`src/rtl/ray_pkg.sv`:
```
// Shared types for the voxel DDA stepper: axis and FSM encodings, job and result records.
// Struct field widths follow the default grid geometry; the top rejects mismatched overrides.
package ray_pkg;

    localparam int RAY_X_BITS     = 5;
    localparam int RAY_Y_BITS     = 5;
    localparam int RAY_Z_BITS     = 5;
    localparam int RAY_W          = 24;
    localparam int RAY_STEPS_BITS = 10;

    typedef enum logic [1:0] {
        AX_X    = 2'd0,
        AX_Y    = 2'd1,
        AX_Z    = 2'd2,
        AX_NONE = 2'd3
    } axis_t;

    typedef enum logic [1:0] {
        S_IDLE  = 2'd0,
        S_READ  = 2'd1,
        S_CHECK = 2'd2,
        S_OUT   = 2'd3
    } state_t;

    typedef struct packed {
        logic [RAY_X_BITS-1:0]     ix;
        logic [RAY_Y_BITS-1:0]     iy;
        logic [RAY_Z_BITS-1:0]     iz;
        logic                      sx;
        logic                      sy;
        logic                      sz;
        logic [RAY_W-1:0]          next_x;
        logic [RAY_W-1:0]          next_y;
        logic [RAY_W-1:0]          next_z;
        logic [RAY_W-1:0]          inc_x;
        logic [RAY_W-1:0]          inc_y;
        logic [RAY_W-1:0]          inc_z;
        logic [RAY_STEPS_BITS-1:0] max_steps;
        logic [15:0]               px;
        logic [15:0]               py;
    } ray_job_t;

    typedef struct packed {
        logic                      hit;
        logic [RAY_X_BITS-1:0]     x;
        logic [RAY_Y_BITS-1:0]     y;
        logic [RAY_Z_BITS-1:0]     z;
        logic [RAY_STEPS_BITS-1:0] steps;
        axis_t                     face;
        logic [15:0]               px;
        logic [15:0]               py;
    } ray_result_t;

    // True when one more step in direction s would leave a grid of 2^bits cells.
    function automatic logic at_bound(input logic [31:0] idx, input int unsigned bits,
                                      input logic s);
        logic [31:0] top;
        top = (32'd1 << bits) - 32'd1;
        return s ? (idx == top) : (idx == 32'd0);
    endfunction

endpackage

```
`src/rtl/ray_axis_select.sv`:
```
// Picks the axis with the smallest next-boundary distance; ties favour x, then y, then z.
module ray_axis_select
    import ray_pkg::*;
#(
    parameter int W = 24
) (
    input  logic [W-1:0] nx_i,
    input  logic [W-1:0] ny_i,
    input  logic [W-1:0] nz_i,
    output axis_t        axis_o
);

    always_comb begin
        axis_o = AX_Z;
        if (nx_i <= ny_i && nx_i <= nz_i) begin
            axis_o = AX_X;
        end else if (ny_i <= nz_i) begin
            axis_o = AX_Y;
        end
    end

endmodule

```
`src/rtl/ray_dda_stepper.sv`:
```
// 3D-DDA voxel walker: takes one ray job, probes occupancy per cell (2 cycles/voxel),
// and reports hit/miss with the final voxel, advance count and last-step axis.
module ray_dda_stepper
    import ray_pkg::*;
#(
    parameter int X_BITS         = 5,
    parameter int Y_BITS         = 5,
    parameter int Z_BITS         = 5,
    parameter int W              = 24,
    parameter int MAX_STEPS_BITS = 10
) (
    input  logic                             clk,
    input  logic                             rst_n,
    input  logic                             load_mode,
    input  logic                             job_valid,
    output logic                             job_ready,
    input  logic [X_BITS-1:0]                ix0,
    input  logic [Y_BITS-1:0]                iy0,
    input  logic [Z_BITS-1:0]                iz0,
    input  logic                             sx,
    input  logic                             sy,
    input  logic                             sz,
    input  logic [W-1:0]                     next_x,
    input  logic [W-1:0]                     next_y,
    input  logic [W-1:0]                     next_z,
    input  logic [W-1:0]                     inc_x,
    input  logic [W-1:0]                     inc_y,
    input  logic [W-1:0]                     inc_z,
    input  logic [MAX_STEPS_BITS-1:0]        max_steps,
    input  logic [15:0]                      px_in,
    input  logic [15:0]                      py_in,
    output logic                             occ_rd_en,
    output logic [X_BITS+Y_BITS+Z_BITS-1:0]  occ_addr,
    input  logic                             occ_rd_data,
    output logic                             res_valid,
    input  logic                             res_ready,
    output logic                             res_hit,
    output logic [X_BITS-1:0]                res_x,
    output logic [Y_BITS-1:0]                res_y,
    output logic [Z_BITS-1:0]                res_z,
    output logic [MAX_STEPS_BITS-1:0]        res_steps,
    output logic [1:0]                       res_face,
    output logic [15:0]                      res_px,
    output logic [15:0]                      res_py,
    output logic                             busy
);

    // The job/result records are laid out with the package geometry.
    if (X_BITS != RAY_X_BITS || Y_BITS != RAY_Y_BITS || Z_BITS != RAY_Z_BITS ||
        W != RAY_W || MAX_STEPS_BITS != RAY_STEPS_BITS) begin : g_width_check
        $error("ray_dda_stepper parameters must match ray_pkg geometry");
    end

    state_t                    state_q, state_d;
    ray_job_t                  job_q, job_d;
    ray_job_t                  job_in;
    logic [MAX_STEPS_BITS-1:0] steps_q, steps_d;
    axis_t                     face_q, face_d;
    logic                      hit_q, hit_d;
    axis_t                     sel;
    ray_result_t               res;

    assign job_in = '{ix: ix0, iy: iy0, iz: iz0, sx: sx, sy: sy, sz: sz,
                      next_x: next_x, next_y: next_y, next_z: next_z,
                      inc_x: inc_x, inc_y: inc_y, inc_z: inc_z,
                      max_steps: max_steps, px: px_in, py: py_in};

    ray_axis_select #(.W(W)) u_axis_select (
        .nx_i   (job_q.next_x),
        .ny_i   (job_q.next_y),
        .nz_i   (job_q.next_z),
        .axis_o (sel)
    );

    always_ff @(posedge clk or negedge rst_n) begin
        if (!rst_n) begin
            state_q <= S_IDLE;
            job_q   <= '0;
            steps_q <= '0;
            face_q  <= AX_NONE;
            hit_q   <= 1'b0;
        end else begin
            state_q <= state_d;
            job_q   <= job_d;
            steps_q <= steps_d;
            face_q  <= face_d;
            hit_q   <= hit_d;
        end
    end

    always_comb begin
        state_d   = state_q;
        job_d     = job_q;
        steps_d   = steps_q;
        face_d    = face_q;
        hit_d     = hit_q;
        job_ready = 1'b0;
        occ_rd_en = 1'b0;
        res_valid = 1'b0;
        unique case (state_q)
            S_IDLE: begin
                job_ready = !load_mode;
                if (job_valid && !load_mode) begin
                    job_d   = job_in;
                    steps_d = '0;
                    face_d  = AX_NONE;
                    hit_d   = 1'b0;
                    state_d = S_READ;
                end
            end
            S_READ: begin
                occ_rd_en = 1'b1;
                state_d   = S_CHECK;
            end
            S_CHECK: begin
                if (occ_rd_data) begin
                    hit_d   = 1'b1;
                    state_d = S_OUT;
                end else if (steps_q == job_q.max_steps) begin
                    state_d = S_OUT;
                end else begin
                    // Leaving the grid ends the walk as a miss with the voxel unchanged.
                    state_d = S_READ;
                    case (sel)
                        AX_X: begin
                            if (at_bound(32'(job_q.ix), X_BITS, job_q.sx)) begin
                                state_d = S_OUT;
                            end else begin
                                job_d.ix     = job_q.sx ? job_q.ix + 1'b1 : job_q.ix - 1'b1;
                                job_d.next_x = job_q.next_x + job_q.inc_x;
                                steps_d      = steps_q + 1'b1;
                                face_d       = AX_X;
                            end
                        end
                        AX_Y: begin
                            if (at_bound(32'(job_q.iy), Y_BITS, job_q.sy)) begin
                                state_d = S_OUT;
                            end else begin
                                job_d.iy     = job_q.sy ? job_q.iy + 1'b1 : job_q.iy - 1'b1;
                                job_d.next_y = job_q.next_y + job_q.inc_y;
                                steps_d      = steps_q + 1'b1;
                                face_d       = AX_Y;
                            end
                        end
                        AX_Z: begin
                            if (at_bound(32'(job_q.iz), Z_BITS, job_q.sz)) begin
                                state_d = S_OUT;
                            end else begin
                                job_d.iz     = job_q.sz ? job_q.iz + 1'b1 : job_q.iz - 1'b1;
                                job_d.next_z = job_q.next_z + job_q.inc_z;
                                steps_d      = steps_q + 1'b1;
                                face_d       = AX_Z;
                            end
                        end
                        default: state_d = S_OUT;
                    endcase
                end
            end
            S_OUT: begin
                res_valid = 1'b1;
                if (res_ready) begin
                    state_d = S_IDLE;
                end
            end
            default: state_d = S_IDLE;
        endcase
    end

    // Result fields are the live walker registers; they freeze once in S_OUT.
    assign res = '{hit: hit_q, x: job_q.ix, y: job_q.iy, z: job_q.iz, steps: steps_q,
                   face: face_q, px: job_q.px, py: job_q.py};

    assign occ_addr  = {job_q.iz, job_q.iy, job_q.ix};
    assign res_hit   = res.hit;
    assign res_x     = res.x;
    assign res_y     = res.y;
    assign res_z     = res.z;
    assign res_steps = res.steps;
    assign res_face  = res.face;
    assign res_px    = res.px;
    assign res_py    = res.py;
    assign busy      = (state_q != S_IDLE);

endmodule

```
`config.mk`:
```
export PLATFORM = sky130hd
export DESIGN_NAME = ray_dda_stepper
export DESIGN_NICKNAME = d
export VERILOG_FILES = /design/src/rtl/ray_pkg.sv /design/src/rtl/ray_axis_select.sv /design/src/rtl/ray_dda_stepper.sv
export SDC_FILE = /design/constraint.sdc
export NUM_CORES = 1
export LEC_CHECK = 0
export ABC_AREA = 1
export BUFFER_PORTS_ARGS = -buffer_cell sky130_fd_sc_hd__buf_2
export CORE_UTILIZATION = 43
export CTS_CLUSTER_DIAMETER = 50
export DETAILED_ROUTE_END_ITERATION = 16
export HOLD_SLACK_MARGIN = 0.15
export SLEW_MARGIN = 10
export SYNTH_ARGS = -nofsm -noshare
export SYNTH_HDL_FRONTEND = slang
export SYNTH_HIERARCHICAL = 1
export SYNTH_SLANG_ARGS = --single-unit
```
`constraint.sdc`:
```
create_clock -name clk -period 5.1 [get_ports clk]
set_clock_uncertainty 0.1 [all_clocks]
set_input_delay 0.255 -clock clk [delete_from_list [all_inputs] [get_ports clk]]
set_output_delay 0.255 -clock clk [all_outputs]
set_load 0.02 [all_outputs]
```
Yosys cells after proc, flatten, opt, wreduce, memory -nomap -nowiden --
Index checks and enable logic that the tools add are counted.
Storage, ports and cells: output and inout port bits 79, input port bits 210, register bits 219, word-level logic and storage cells 131
Operators by class: magnitude comparators 3, multiplexer cells 58, eq/ne operators 24, reduce and logical (&&, ||, !) cells 17, add/subtract/negate cells 10
Operator list (number):
- $mux 204 | 1
- $mux 24 | 6
- $mux 72 | 2
- $pmux 72 s2 | 1
- $add 24x24->24 | 3
- $le 24x24->1 | 3
- $mux 10 | 6
- $mux 5 | 9
- $mux 15 | 2
- $mux 2 | 15
- $pmux 10 s3 | 1
- $pmux 15 s2 | 1
- $pmux 10 s2 | 1
- $reduce_and 6->1 | 3
- $ne 2x2->1 const B | 8
- $add 5x1->5 const B | 3
- $eq 5x5->1 const B | 3
- $logic_not 5->1 | 3
- $sub 5x1->5 const B | 3
- $pmux 2 s3 | 2
- $add 10x1->10 const B | 1
- $eq 10x10->1 | 1
- $ne 3x3->1 const B | 3
- $mux 1 | 8
- other kinds (14) | 23

Longest topological paths before layout --
Gate-level depths: netlist of the first run.
depth after elaboration 8, gate-level depth with buffers 23, gate-level depth less buffers 22

Cells and area by module --
Netlist of the first run, hierarchy kept.
By module, submodules not included:
- ray_dda_stepper | cells each 2459, instances 1, seq. area each 5482.8 um^2, area an instance 15791.4 um^2
- ray_axis_select | cells each 305, instances 1, seq. area each 0.0 um^2, area an instance 1903.1 um^2

Worst setup path before layout of the first run --
OpenSTA, ideal clock, no wires.
path type register -> register, start point register job_q[161] in the netlist's numbering, end point register job_q[133] in the netlist's numbering, stages on the path, launching flop included 19, clock period less this slack 2.477 ns, data arrival time 2.255 ns, setup time 0.122 ns, buffers on the path 1, slack 2.623 ns, data required time 4.878 ns, cells stage by stage dfrtp_1 -> inv_1 -> ha_1 -> nand2_1 -> nor2_2 -> nand2_1 -> nor2_2 -> nand2_1 -> nand3_1 -> nand2_1 -> a21oi_1 -> nand2_1 -> nand2_1 -> nand2_1 -> inv_2 -> nand4_4 -> buf_2 -> nor2_1 -> a21oi_1
Between the ends: word-level cells in the longest chain between the ends 6, elaborated cells between the ends (all ways) 8, those cells by class order compare (2); eq/ne (2); mux (2); reduce/logical (2)
RTL lines:
- start, declared | line ray_dda_stepper.sv:55 | ray_job_t job_q, job_d;
- start signal, assigned | line ray_dda_stepper.sv:84 | job_q <= job_d;
- $le 24x24->1, on equally long branches | line ray_axis_select.sv:17, ray_axis_select.sv:15
- $mux 2 / $logic_and 1x1->1 (equally long branches) | line ray_axis_select.sv:17, ray_axis_select.sv:15
- $mux 2 (*) | line ray_axis_select.sv:15 | if (nx_i <= ny_i && nx_i <= nz_i) begin
- via sel[1] | line ray_dda_stepper.sv:60 | axis_t sel;
- $eq 2x2->1 (*) | line ray_dda_stepper.sv:124 | case (sel)
- $ne 2x1->1 (no source line) (*)
- $reduce_and 6->1 (no source line) (*)
Mark *: on every way through the listed nets, which the timed path passes. The rest lies on a longest branch. A chain may end at the register's enable or synchronous reset.

Worst setup path after layout of the first run --
start point register job_q[131] in the netlist's numbering, end point register job_q (netlist bit res_y[4])
Between the ends: word-level cells in the longest chain between the ends 6, elaborated cells between the ends (all ways) 8, those cells by class order compare (2); eq/ne (2); mux (2); reduce/logical (2)
RTL lines (line):
- $le 24x24->1, on equally long branches | ray_axis_select.sv:17, ray_axis_select.sv:15
- $mux 2 / $logic_and 1x1->1 (equally long branches) | ray_axis_select.sv:17, ray_axis_select.sv:15
- $mux 2 (*) | ray_axis_select.sv:15
- via sel[0] | ray_dda_stepper.sv:60
- $eq 2x1->1 (*) | ray_dda_stepper.sv:124
- $ne 2x1->1 (no source line) (*)
- $reduce_and 6->1 (no source line) (*)
Marks and branches as above.

==> results of run 1 <==
==> report_power, final <==
part	internal, uW	leakage [uW]	switching (uW)
clock	1690	0.000610	904
sequential	2470	0.00278	780
combinational	2590	0.00954	4900
==> per-stage QoR <==
step | area, sq um | instances | total power [uW] | hold slack, ns
final | 22400 | 3729 | 13300 | 0.217
after global routing | 22400 | 3729 | 14600 | 0.310
after CTS | 22400 | 3729 | 13400 | 0.247
after detailed placement | 19100 | 3461 | 10600 | 0.280
after global placement | 19100 | 3461 | 10400 | 0.273
after floorplan | 17700 | 2764 | 8760 | -0.141
==> final cells by class <==
type | instances | area share [%]
clock buffer | 44 | 4.29
clock inverter | 17 | 1.27
inverter | 361 | 6.07
multi-input combinational | 2058 | 44.9
sequential | 219 | 24.5
tap | 525 | 2.93
timing repair buffer | 505 | 16.1
==> routing by layer <==
| layer | track usage [%] | share of wire, % | vias to the layer above |
|---|---|---|---|
| li1 | - | - | 9335 |
| met1 | 35.9 | 45 | 8466 |
| met2 | 46.7 | 47 | 475 |
| met3 | 3.63 | 4.6 | 116 |
| met4 | 10.7 | 3.4 | 0 |
| met5 | 0 | 0 | - |
==> flip-flops by register name, indices dropped and copies added, names as in the netlist <==
name	cells
res_y	5
res_steps	10
res_py	16
state_q	2
res_z	5
res_px	16
res_hit	1
res_face	2
job_q	157
res_x	5
==> critical path: cells and delay by family, from the launching register on <==
kind	cells	cell delay [ns]
and+or+nand+nor	9	1.06
adders and majority gates	1	0.28
AOI/OAI and AO/OA	4	0.72
buffers and inverters	4	0.91
DFF	1	0.40
==> cell families (layout without fill, tap and decap cells) <==
family                   count (synthesis)  count (layout)
AO/OA/AOI/OAI                          204             204
adder cells (fa/ha/maj)                157             157
flip-flops                             219             219
XOR/XNOR                                24              24
AND/OR/NAND/NOR                       1673            1673
buffers and inverters                  487             927
==> cell usage in the layout (no fill, tap or decap), drive strengths merged, types with 7 or more instances in the layout <==
cell type / count
a21oi: 102
nand3: 139
xor2: 14
ha: 151
inv: 364
nor2: 178
dfrtp: 217
bufinv: 7
dlygate4sd3: 207
nand2: 1292
o21ai: 78
buf: 298
nand3b: 18
nor3: 7
xnor2: 10
nand4: 25
clkbuf: 44
==> worst paths after layout <==
kind                                        start                endpoint  slack, ns  cells past startpoint
max                        job_q[131]$_DFFE_PN0P_    res_y[4]$_DFFE_PN0P_       1.49                     18
min                                         rst_n   res_py[4]$_DFFE_PN0P_       0.22                      2
max reg2reg                job_q[131]$_DFFE_PN0P_    res_y[4]$_DFFE_PN0P_       1.49                     18
min in group clk                        load_mode  state_q[0]$_DFFE_PN0P_       0.27                      5
min reg2reg                 res_px[7]$_DFFE_PN0P_   res_px[7]$_DFFE_PN0P_       0.36                      2
max in group asynchronous                   rst_n   res_px[8]$_DFFE_PN0P_       3.58                      3
==> out/results.ini, run 1 <==
[global_routing]
overflow = 0
grt_start_max_net_pins = 113
grt_pass1_wl_microns = 91800
grt_use_total_pct = 27.7
grt_pass1_vias = 17970
antenna_found_initial = 0

[clock_tree]
path_clk_slew_ns = 0.05
clock-root-buffer = clkbuf_16
clock_path_buffers = 3
cts_tree = built
hold_buffers = 207
cts_max_level = 2
clock_sinks = 219
cts_buffers = 35
cts_resized = 0
cts_setup_buffers = 0
clk_latency_ns = 0.55

[hold_path]
min_path_type = in2async

[critical_path]
cp_max_fo = 36
crit_top_cell = nand2_1
crit_path_end_kind = flop
crit_chain = inv_1 > ha_1 > nand2_1 > nand2_1 > nand3_1 > nand2_1 > a21oi_1 > nand2_1 > nor2_1 > nor2_1 > a21oi_1 > inv_1 > o21ai_1 > nand2_1 > inv_2 > nand4_4 > inv_2 > o21ai_0
crit_slowest_cell = inv_2
crit_path_max_incr_delay_ns = 0.55
crit_type = reg2reg
arrival_ns = 3.92
start_kind = flop
required_ns = 5.41

[routing]
dr.pass1.iters = 5
vias = 18392
ant_nets = 0
wl_per_cell_microns = 15.4
wirelength_microns = 57500
drc = 0
via_per_inst = 4.93
drtIter0Drc = 1109

[yosys]
synth_area_sq_um = 17700
synth_edf_count = 0
synth_top_family_by_area = simple AND/OR/NAND/NOR gates
synth.avg_cell_area_sq_um = 6.40
seq_area_frac_synth_pct = 31.0
post_synth_xor_area_fraction_pct = 1.19
yosys-top-cells-count = nand2_1 (1288), inv_1 (348), dfrtp_1 (217)
synth_cell_types = 44
synth_fp_nets = 3131
synthAdderAreaFrac_pct = 11.4
synth-compound-area-share_pct = 6.11
syn_inst = 2764
yosysMostFrequentCell = nand2_1
synth-simple-area-share_pct = 38.1
synth-seq-cells = 219
synth_ff_type = dfrtp_1
yosysWarnings = 6
synth_area_leaders = dfrtp_1 (31%), nand2_1 (27%), ha_1 (11%)
async_reset_ff_share_pct = 100
synth_area_leader_cell = dfrtp_1
synthDominantCellAreaShare_pct = 30.7
muxShareOfSynthArea_pct = 0

[cells_and_area]
drive_above_1_share_pct = 12.4
diodes = 0
fillers = 4012
nets = 3547
area_growth_pct = 26.7
multiInputGateArea_sq_um = 10100
postLayoutCoreUtil_pct = 55.8
seqCellArea_sq_um = 5480

[sta]
finalCriticalPeriod_ns = 3.61
fin_setup_tns_ns = 0
layout_setup_ws_ns = 1.49
fin_crit_sh_pct = 70.8
hold_violations = 0
finalMaxSlewViolations = 0
tightest_slew_ns = 1.01
slew_headroom_pct = 32.9
setup_viol = 0
max_freq_ghz = 0.277
rsz0062_at_grt = no

[floorplanning]
die-area_sq_um = 42000
die_w_microns = 205
initial_core_util_pct = 44.0
chipHeight_microns = 205
core_sq_um = 40200
io_pins = 289
rows = 73

[outcome]
status = finished, final reports clean

[power]
p_leak_uw = 0.0129
cellPowerDensity_nw_per_um2 = 595
vdd_drop_max_mv = 0.330

[place]
place.port_buffers = 288
hpwl_microns = 42300
dp_slack_ns = 1.47
place_congestion = 0.957

[job]
cap_violations = 0

Power figures use the tool's default switching activity.
==> inputs of run 2 (changes only) <==
--- a/config.mk
+++ b/config.mk
@@ -5,7 +5,7 @@
 export SDC_FILE = /design/constraint.sdc
 export NUM_CORES = 1
 export LEC_CHECK = 0
-export ABC_AREA = 1
+export ABC_AREA = 0
 export BUFFER_PORTS_ARGS = -buffer_cell sky130_fd_sc_hd__buf_2
 export CORE_UTILIZATION = 43
 export CTS_CLUSTER_DIAMETER = 50
==> constraint.sdc (replaced) <==
create_clock -name clk -period 3.6 [get_ports clk]
set_clock_uncertainty 0.1 [all_clocks]
set_input_delay 0.18 -clock clk [delete_from_list [all_inputs] [get_ports clk]]
set_output_delay 0.18 -clock clk [all_outputs]
set_load 0.02 [all_outputs]
==> run 2 against run 1 <==
- the flow now finishes with violations (negative setup slack)
- first-iteration DRC count fell by 43%
- maximum frequency barely moved
- largest power group unchanged
- critical path type unchanged
- worst hold slack lost 0.027 ns
- clock power up 29%
- final area fell by 6.8%
- die area shrank 16%
- critical endpoint is now job_q[161]$_DFFE_PN0P_
- power up 53%
==> out/results.ini, run 2 <==
[routing]
drc = 0  ; unchanged
dr.pass1.iters = 5  ; unchanged
wl_per_cell_microns = 17.5  ; was 15.4 microns
via_per_inst = 5.29  ; was 4.93
drtIter0Drc = 632  ; was 1109
vias = 13521  ; was 18392
wirelength_microns = 44800  ; was 57500 microns
ant_nets = 0  ; unchanged

[yosys]
synth_area_leaders = dfrtp_1 (37%), ha_1 (13%), mux2_2 (8.7%)  ; was dfrtp_1 (31%), nand2_1 (27%), ha_1 (11%)
synth-seq-cells = 219  ; unchanged
synthDominantCellAreaShare_pct = 36.5  ; was 30.7%
yosys-top-cells-count = dfrtp_1 (217), ha_1 (151), mux2_2 (115)  ; was nand2_1 (1288), inv_1 (348), dfrtp_1 (217)
synth_edf_count = 0  ; unchanged
synth_area_leader_cell = dfrtp_1  ; unchanged
yosysMostFrequentCell = dfrtp_1  ; was nand2_1
synth_cell_types = 69  ; was 44
syn_inst = 1537  ; was 2764
synth_ff_type = dfrtp_1  ; unchanged
synth_area_sq_um = 14900  ; was 17700 sq um
synth_fp_nets = 1904  ; was 3131
seq_area_frac_synth_pct = 36.9  ; was 31.0%
async_reset_ff_share_pct = 100  ; unchanged
yosysWarnings = 6  ; unchanged
synth.avg_cell_area_sq_um = 9.67  ; was 6.40 sq um

[critical_path]
required_ns = 3.95  ; was 5.41 ns
arrival_ns = 3.96  ; was 3.92 ns
crit_path_end_kind = flop  ; unchanged
start_kind = flop  ; unchanged
cp_max_fo = 5  ; was 36
crit_type = reg2reg  ; unchanged

[cells_and_area]
drive_above_1_share_pct = 31.5  ; was 12.4%
layout.cells.non_filler = 2555  ; was 3729
nets = 2450  ; was 3547
largest_reg_flops = 157  ; unchanged
postLayoutCoreUtil_pct = 61.8  ; was 55.8%
layout_common_cells = buf_2 (287), dfrtp_1 (215), dlygate4sd3_1 (210), ha_1 (139), buf_4 (118)  ; was nand2_1 (1288), inv_1 (348), buf_2 (287), dfrtp_1 (217), dlygate4sd3_1 (207)
area_growth_pct = 40.5  ; was 26.7%
design_area_sq_um = 20900  ; was 22400 sq um
diodes = 0  ; unchanged
layout_commonest_cell = buf_2  ; was nand2_1
top_register = job_q  ; unchanged

[place]
place_congestion = 0.888  ; was 0.957
dp_slack_ns = -0.463  ; was 1.47 ns
dpl_cell_area_sq_um = 17200  ; was 19100 sq um
dp_cells = 2272  ; was 3461
hpwl_microns = 31800  ; was 42300 microns
place.port_buffers = 288  ; unchanged

[sta]
fin_setup_tns_ns = -0.00998  ; was 0 ns
layout_setup_ws_ns = -0.00998  ; was 1.49 ns
fin_crit_sh_pct = 100  ; was 70.8%
max_freq_ghz = 0.277  ; about the same
finalCriticalPeriod_ns = 3.61  ; about the same
setup_viol = 1  ; was 0
finalMaxSlewViolations = 0  ; unchanged
tightest_slew_ns = 0.773  ; was 1.01 ns
rsz0062_at_grt = yes  ; was no
slew_headroom_pct = 48.4  ; was 32.9%
hold_violations = 0  ; unchanged

[global_routing]
grt_use_total_pct = 25.4  ; was 27.7%
overflow = 0  ; unchanged
antenna_found_initial = 0  ; unchanged
grt_pass1_vias = 13846  ; was 17970
grt_start_max_net_pins = 99  ; was 113
grt_pass1_wl_microns = 71700  ; was 91800 microns

[floorplanning]
io_pins = 289  ; unchanged
chipHeight_microns = 188  ; was 205 microns
die_w_microns = 188  ; was 205 microns
initial_core_util_pct = 44.0  ; about the same
die-area_sq_um = 35300  ; was 42000 sq um
rows = 67  ; was 73
core_sq_um = 33800  ; was 40200 sq um

[outcome]
status = complete, but fails checks  ; was finished, final reports clean
violations = negative setup slack

[power]
p_leak_uw = 0.00988  ; was 0.0129 uW
cellPowerDensity_nw_per_um2 = 978  ; was 595 nW/um^2
vdd_drop_max_mv = 0.440  ; was 0.330 mV

[hold_path]
min_path_type = in2reg  ; was in2async

[clock_tree]
clock_path_buffers = 3  ; unchanged
cts_max_level = 2  ; unchanged
clock_sinks = 219  ; unchanged
clk_latency_ns = 0.53  ; was 0.55 ns
cts_tree = built  ; unchanged
path_clk_slew_ns = 0.06  ; was 0.05 ns
clock-root-buffer = clkbuf_16  ; unchanged
cts_buffers = 34  ; was 35

[job]
cap_violations = 0  ; unchanged

[run 2: logic make-up after synthesis]
family | share of synthesized area, %
compound gates | 17.7
simple gates | 11.7
flops | 36.9
buf+inv | 6.58
fa+ha+maj | 13.5
mux | 8.91
xor+xnor | 4.77
[run 2: worst max-delay path, stage by stage (launching register included)]
cell       delay, ns
dfrtp_1         0.40
inv_2           0.13
ha_4            0.21
and3_4          0.17
a221o_1         0.36
a2111oi_4       0.30
a21o_1          0.25
a21oi_4         0.10
o41ai_4         0.39
a21oi_2         0.07
or3_4           0.38
or3_4           0.34
a211oi_2        0.19
a311o_1         0.14
[run 2: final cells by class]
cell class | instances | area, sq um
clock buffer | 46 | 957
clock inverter | 14 | 194
fill | 2799 | 12900
inverter | 77 | 289
multi-input combinational | 1123 | 8760
sequential | 219 | 5490
tap | 448 | 561
timing repair buffer | 628 | 4640
[run 2: what timing repair did]
action	CTS	global route
gates cloned	0	1
setup buffers	7	5
hold buffers	210	0
hold endpoints to repair	299	0
setup endpoints to repair	39	25
pin swaps	18	10
resized for setup	47	29
[run 2: stage by stage]
stage / hold slack, ns / power (uW)
4_1_cts: 0.193 / 20200
3_3_place_gp: 0.172 / 15800
2_1_floorplan: -0.216 / 12900
3_5_place_dp: 0.170 / 16000
5_1_grt: 0.200 / 22100
6_report: 0.190 / 20400
[run 2: worst paths after layout]
kind / from / endpoint / cells past startpoint / slack [ns]
max reg2reg: job_q[123]$_DFFE_PN0P_ / job_q[161]$_DFFE_PN0P_ / 13 / -0.01
min in group asynchronous: rst_n / job_q[94]$_DFFE_PN0P_ / 2 / 0.21
max in group asynchronous: rst_n / res_face[0]$_DFFE_PN1P_ / 3 / 2.22
min: load_mode / job_q[136]$_DFFE_PN0P_ / 4 / 0.19
max: job_q[123]$_DFFE_PN0P_ / job_q[161]$_DFFE_PN0P_ / 13 / -0.01
min reg2reg: res_face[0]$_DFFE_PN1P_ / res_face[0]$_DFFE_PN1P_ / 2 / 0.39
[run 2: where the power goes]
group / switching (uW) / internal (uW) / leakage (uW)
clock: 1200 / 2160 / 0.000558
combinational: 6580 / 5800 / 0.00663
sequential: 1060 / 3630 / 0.00269
[run 2: per-layer routing]
| layer | GRT usage, % | vias to the layer above | share of wire (%) |
|---|---|---|---|
| met4 | 8.35 | 0 | 2.5 |
| met2 | 41.9 | 358 | 47 |
| met3 | 3.74 | 71 | 4.8 |
| met1 | 34.0 | 6474 | 46 |
| met5 | 0 | - | 0 |
| li1 | - | 6618 | - |
